### config.mk
export PLATFORM = sky130hd
export DESIGN_NAME = tdc_meas_sequencer
export DESIGN_NICKNAME = d
export VERILOG_FILES = /design/src/rtl/tdc_meas_sequencer.sv
export SDC_FILE = /design/constraint.sdc
export NUM_CORES = 1
export LEC_CHECK = 0
export CAP_MARGIN = 20
export CORE_UTILIZATION = 50
export CTS_CLUSTER_SIZE = 24
export DETAILED_ROUTE_END_ITERATION = 16
export MAX_ROUTING_LAYER = met4
export PLACE_DENSITY = 0.75
export SETUP_SLACK_MARGIN = 0.1
export SYNTH_ARGS = -nofsm -noshare
export SYNTH_HDL_FRONTEND = slang
export SYNTH_SLANG_ARGS = --single-unit
### constraint.sdc
create_clock -name clk_tf -period 2.6 [get_ports clk_tf]
set_clock_uncertainty 0.1 [all_clocks]
set_input_delay 0.26 -clock clk_tf [delete_from_list [all_inputs] [get_ports clk_tf]]
set_output_delay 0.26 -clock clk_tf [all_outputs]
set_load 0.05 [all_outputs]
### src/rtl/tdc_meas_sequencer.sv
// Once-per-second TOS-to-PPS interval measurement: arms on PPS, fires the TDC stop on the next
// slow-clock edge, reads the fine result and presents a coarse+fine record to the uC.
module tdc_meas_sequencer #(
    parameter int unsigned ClocksPerSecond = 19200000,
    parameter int unsigned StopWidth       = 960,
    parameter int unsigned ReadTimeout     = 256,
    parameter int unsigned FineWidth       = 24,
    localparam int unsigned CoarseWidth    = $clog2(ClocksPerSecond)
) (
    input  logic                   clk_tf,
    input  logic                   rst,
    input  logic                   tos_mark,
    input  logic                   pps_raw_rise,
    input  logic                   slow_clock_rise_next,
    output logic                   tdc_stop,
    output logic                   tdc_rd_req,
    input  logic                   tdc_rd_ack,
    input  logic [FineWidth-1:0]   tdc_rd_data,
    output logic                   meas_valid,
    input  logic                   meas_ready,
    output logic [CoarseWidth-1:0] meas_coarse,
    output logic [FineWidth-1:0]   meas_fine,
    output logic [1:0]             meas_status,
    output logic                   meas_skipped,
    output logic                   busy
);

    localparam int unsigned CntMax   = (StopWidth > ReadTimeout) ? StopWidth : ReadTimeout;
    localparam int unsigned CntWidth = $clog2(CntMax + 1);

    localparam logic [CoarseWidth-1:0] CoarseMax = CoarseWidth'(ClocksPerSecond - 1);
    localparam logic [CntWidth-1:0]    StopLast  = CntWidth'(StopWidth - 1);
    // Read phase lasts ReadTimeout+1 cycles so the timeout record lands ReadTimeout+1 after req.
    localparam logic [CntWidth-1:0]    ReadLast  = CntWidth'(ReadTimeout);

    localparam logic [1:0] StatusOk      = 2'd0;
    localparam logic [1:0] StatusMissing = 2'd1;
    localparam logic [1:0] StatusTimeout = 2'd2;

    typedef enum logic [2:0] {
        StIdle,
        StWaitPps,
        StArm,
        StStop,
        StRead,
        StPresent
    } state_e;

    state_e                 state_q, state_d;
    logic [CoarseWidth-1:0] coarse_cnt_q, coarse_cnt_d;
    logic [CntWidth-1:0]    cnt_q, cnt_d;
    logic                   skip_q, skip_d;
    logic                   skip_set;
    logic                   load;
    logic                   tdc_stop_q, tdc_rd_req_q, meas_valid_q, busy_q;
    logic [CoarseWidth-1:0] meas_coarse_q, meas_coarse_d;
    logic [FineWidth-1:0]   meas_fine_q, meas_fine_d;
    logic [1:0]             meas_status_q, meas_status_d;
    logic                   meas_skipped_q, meas_skipped_d;

    always_comb begin
        coarse_cnt_d = coarse_cnt_q;
        if (tos_mark) begin
            coarse_cnt_d = '0;
        end else if (coarse_cnt_q != CoarseMax) begin
            coarse_cnt_d = coarse_cnt_q + 1'b1;
        end
    end

    always_comb begin
        state_d        = state_q;
        cnt_d          = '0;
        skip_set       = 1'b0;
        load           = 1'b0;
        meas_coarse_d  = meas_coarse_q;
        meas_fine_d    = meas_fine_q;
        meas_status_d  = meas_status_q;
        meas_skipped_d = meas_skipped_q;
        skip_d         = skip_q;

        unique case (state_q)
            StIdle: begin
                if (tos_mark) begin
                    state_d = StWaitPps;
                end
            end
            StWaitPps: begin
                // A new second before any PPS closes this one as missing.
                if (tos_mark) begin
                    skip_set      = 1'b1;
                    load          = 1'b1;
                    meas_coarse_d = CoarseMax;
                    meas_fine_d   = '0;
                    meas_status_d = StatusMissing;
                    state_d       = StPresent;
                end else if (pps_raw_rise) begin
                    state_d = StArm;
                end
            end
            StArm: begin
                skip_set = tos_mark;
                if (slow_clock_rise_next) begin
                    meas_coarse_d = coarse_cnt_d;
                    state_d       = StStop;
                end
            end
            StStop: begin
                skip_set = tos_mark;
                if (cnt_q == StopLast) begin
                    state_d = StRead;
                end else begin
                    cnt_d = cnt_q + 1'b1;
                end
            end
            StRead: begin
                skip_set = tos_mark;
                if (tdc_rd_ack) begin
                    load          = 1'b1;
                    meas_fine_d   = tdc_rd_data;
                    meas_status_d = StatusOk;
                    state_d       = StPresent;
                end else if (cnt_q == ReadLast) begin
                    load          = 1'b1;
                    meas_fine_d   = '0;
                    meas_status_d = StatusTimeout;
                    state_d       = StPresent;
                end else begin
                    cnt_d = cnt_q + 1'b1;
                end
            end
            StPresent: begin
                skip_set = tos_mark;
                if (meas_valid_q && meas_ready) begin
                    meas_skipped_d = 1'b0;
                    state_d        = StIdle;
                end
            end
            default: begin
                state_d = StIdle;
            end
        endcase

        // The flag moves into the record being loaded; later seconds accumulate for the next one.
        if (load) begin
            meas_skipped_d = skip_q | skip_set;
            skip_d         = 1'b0;
        end else begin
            skip_d = skip_q | skip_set;
        end
    end

    always_ff @(posedge clk_tf) begin
        if (rst) begin
            state_q        <= StIdle;
            coarse_cnt_q   <= '0;
            cnt_q          <= '0;
            skip_q         <= 1'b0;
            tdc_stop_q     <= 1'b0;
            tdc_rd_req_q   <= 1'b0;
            meas_valid_q   <= 1'b0;
            busy_q         <= 1'b0;
            meas_coarse_q  <= '0;
            meas_fine_q    <= '0;
            meas_status_q  <= '0;
            meas_skipped_q <= 1'b0;
        end else begin
            state_q        <= state_d;
            coarse_cnt_q   <= coarse_cnt_d;
            cnt_q          <= cnt_d;
            skip_q         <= skip_d;
            tdc_stop_q     <= (state_d == StStop);
            tdc_rd_req_q   <= (state_d == StRead);
            meas_valid_q   <= (state_d == StPresent);
            busy_q         <= (state_d != StIdle);
            meas_coarse_q  <= meas_coarse_d;
            meas_fine_q    <= meas_fine_d;
            meas_status_q  <= meas_status_d;
            meas_skipped_q <= meas_skipped_d;
        end
    end

    assign tdc_stop     = tdc_stop_q;
    assign tdc_rd_req   = tdc_rd_req_q;
    assign meas_valid   = meas_valid_q;
    assign busy         = busy_q;
    assign meas_coarse  = meas_coarse_q;
    assign meas_fine    = meas_fine_q;
    assign meas_status  = meas_status_q;
    assign meas_skipped = meas_skipped_q;

endmodule

==> impl_metrics.ini <==
[cells_and_area]
design_area_mm2 = 0.00511
layout-drive-gt1-share_pct = 8.74
fin_cells = 614
fin_nets = 545
syn_to_final_growth_pct = 30.5
n_antenna_cell = 0
final_util_pct = 68.9

[clock_tree]
cts_sinks = 95
cts_setup_buffers = 0
ctsHoldBuffers = 0
tritoncts = built
clk_pin_slew_worst_paths_ns = 0.09
cts_buffers = 9
h-tree-depth = 3
clock_latency_ns = 0.36
ctsResizeCount = 0
clock_path_buffers = 2
root_buffer = clkbuf_8

[synthesis]
synth_ff_type = dfxtp_1
yosysSeqAreaShare_pct = 48.6
synthesis.instances = 420
synth_warnings = 0
synth_seq_cells = 95
syn_nets = 455
async_flop_share_pct = 0
syn_area_per_cell_um2 = 9.32
synth.cell_area_mm2 = 0.00391
synth_cell_types = 60
synth-edff-count = 0

[outcome]
outcome = finished clean

[setup_path]
r2r_end = meas_coarse[9]$_SDFFE_PP0P_
reg2reg_depth = 6
setup.worst_path.end = meas_coarse[9]$_SDFFE_PP0P_
start_kind = flop
cpMostUsedCell = or4_4
arrival_ns = 2.49
r2r_setup_slack_ns = 0.24
r2r_start = coarse_cnt_q[16]$_SDFF_PP0_
critPathCaptureType = flop
max_stage_delay_ns = 0.57
cp.required_ns = 2.73
critPathSlowestCell = or4_4
crit_type = reg -> reg
worstPathCellList = or4_4 > or4_4 > o31ai_4 > xor2_1 > o21a_1 > nor3_1
crit_path_max_fanout = 5
crit_start = coarse_cnt_q[16]$_SDFF_PP0_

[timing]
fmaxAchievable_mhz = 423
setup_slack_ns = 0.239
worst_pin_slew_ns = 0.742
rsz0062_at_grt = no
finalCritPeriodShare_pct = 90.8
setup_viol = 0
tns_ns = 0
post-route-min-period_ns = 2.36
hold_viol = 0
relSlewSlack_pct = 50.3
drv_slew = 0

[route]
drt_iter0_markers = 169
wl_per_cell_um = 14.9
detail-route-antenna-nets = 0
via_per_inst = 5.45
drcViolationCount = 0
totalWireLength_mm = 9.18
firstDrtPassIters = 4
vias = 3347

[global_routing]
grt_pass1_vias = 3163
track_usage_pct = 23.6
grt_max_degree = 25
antenna_found_initial = 0
grt_pass1_wl_mm = 15.1
gr-total-overflow = 0

[floorplanning]
io_pins = 87
die_w_um = 90.5
start_util_pct = 52.8
dieArea_mm2 = 0.00819
die_h_um = 90.5
core_area_mm2 = 0.00741
std_cell_rows = 31

[placed_design]
dpl.hpwl_mm = 6.49
dp.cells = 598
gp_congestion = 0.949
pre_cts_slack_ns = 0.272
io_buffers = 86
postPlaceCellArea_mm2 = 0.00488

[pwr]
pwr_density_cell_mw_per_mm2 = 601
vdd_ir_drop_max_uv = 271
leakagePower_nw = 1.83

[job]
max-cap-violations = 0

[min_path]
hp-class = reg -> reg
-- placed cells by master (no fill, tap or decap), types with 3 or more instances in the layout --
| master | count |
|---|---|
| nand2b_1 | 3 |
| a211oi_1 | 4 |
| dfxtp_1 | 95 |
| nor3_1 | 12 |
| clkbuf_8 | 9 |
| a22o_1 | 24 |
| clkdlybuf4s50_1 | 86 |
| a21oi_1 | 12 |
| o21ai_0 | 17 |
| o21a_1 | 7 |
| and2_1 | 3 |
| nor2b_1 | 4 |
| nand3_1 | 16 |
| xor2_1 | 19 |
| inv_1 | 8 |
| nor4_1 | 8 |
| o21ai_1 | 14 |
| ha_1 | 4 |
| nand4_1 | 4 |
| nor3b_1 | 5 |
| xnor2_1 | 9 |
| buf_4 | 14 |
| and3_1 | 8 |
| nand2_1 | 26 |
| nor2_1 | 58 |
-- how the worst min path moves through the flow --
stage                                 start                           end  depth (start not counted)
3_5_place_dp   meas_coarse[17]$_SDFFE_PP0P_  meas_coarse[17]$_SDFFE_PP0P_                          2
2_1_floorplan                    tdc_rd_ack   meas_status[1]$_SDFFE_PP0P_                          1
5_1_grt                     tdc_rd_data[18]    meas_fine[18]$_SDFFE_PP0P_                          2
3_3_place_gp   meas_coarse[19]$_SDFFE_PP0P_  meas_coarse[19]$_SDFFE_PP0P_                          2
6_report       meas_coarse[22]$_SDFFE_PP0P_  meas_coarse[22]$_SDFFE_PP0P_                          2
4_1_cts        meas_coarse[17]$_SDFFE_PP0P_  meas_coarse[17]$_SDFFE_PP0P_                          2
-- per-layer routing --
| layer | part of all wire [%] | vias up | global-route usage, % |
|---|---|---|---|
| met5 | 0 | - | - |
| met4 | 1.8 | 0 | 9.95 |
| met3 | 6.1 | 15 | 4.21 |
| met2 | 45 | 101 | 35.5 |
| met1 | 47 | 1561 | 31.1 |
| li1 | - | 1670 | - |
-- area by class of cell --
type                    instances  area [um^2]
clock inverters                 7         97.6
fillers                       617         2300
inverters                       8         30.0
repair buffers                100          966
flip-flops and latches         95         1900
well taps                      99          124
clock buffers                   9          124
multi-input cells             296         1860
-- sequential cells by signal (all words and copies together), names as in the netlist --
signal	count
meas_fine	24
state_q	3
busy	1
meas_status	2
tdc_rd_req	1
cnt_q	10
meas_valid	1
skip_q	1
coarse_cnt_q	25
tdc_stop	1
meas_coarse	25
meas_skipped	1
-- power by group --
group	leakage (nW)	switching, W	internal, W
clock network	0.105	0.000511	0.000543
logic	0.950	0.000288	0.000180
registers	0.770	0.0000388	0.00151
total	1.83	0.000839	0.00223
-- Yosys cell counts, types with 3 or more instances --
master    instances  share of area, %
nand3_1          16               2.0
nor2_1           58               5.6
nor3b_1           5              0.96
nand2_1          26               2.5
clkbuf_8          3               1.1
nor3_1           13               1.7
o21ai_1          14               1.8
xor2_1           19               4.3
o21a_1            7               1.3
xnor2_1           9               2.0
ha_1              4               1.3
nor2b_1           4              0.64
and2_1            3              0.48
a22o_1           24               5.4
nor4_1            8               1.3
a211oi_1          4              0.77
o21ai_0          17               2.2
a21oi_1          12               1.5
inv_1             8              0.77
nand4_1           4              0.64
clkbuf_1         13               1.2
dfxtp_1          95                49
and3_1            8               1.3
nand2b_1          3              0.48
-- kinds of logic after synthesis --
family,Yosys count,share of synthesized area (%)
muxes,1,0.256
DFF,95,48.6
adders and majority gates,4,1.28
AOI/OAI and AO/OA,96,17.2
buffers and inverters,29,3.93
xor gates and xnor gates,28,6.27
and+or+nand+nor,167,22.4
-- critical path: cells and delay by family, from the launching register on --
kind             cells  cell delay [ns]
AO/OA/AOI/OAI        2             0.39
XOR/XNOR             1             0.22
flip-flops           1             0.35
AND/OR/NAND/NOR      3             1.16
-- through the flow --
step / hold WS, ns / power (W)
detailed placement: 0.348 / 0.00205
global placement: 0.338 / 0.00204
CTS: 0.362 / 0.00309
global route: 0.370 / 0.00319
finish: 0.356 / 0.00307
floorplan: 0.271 / 0.00187
Note: power is estimated with default switching activity, not from simulation.
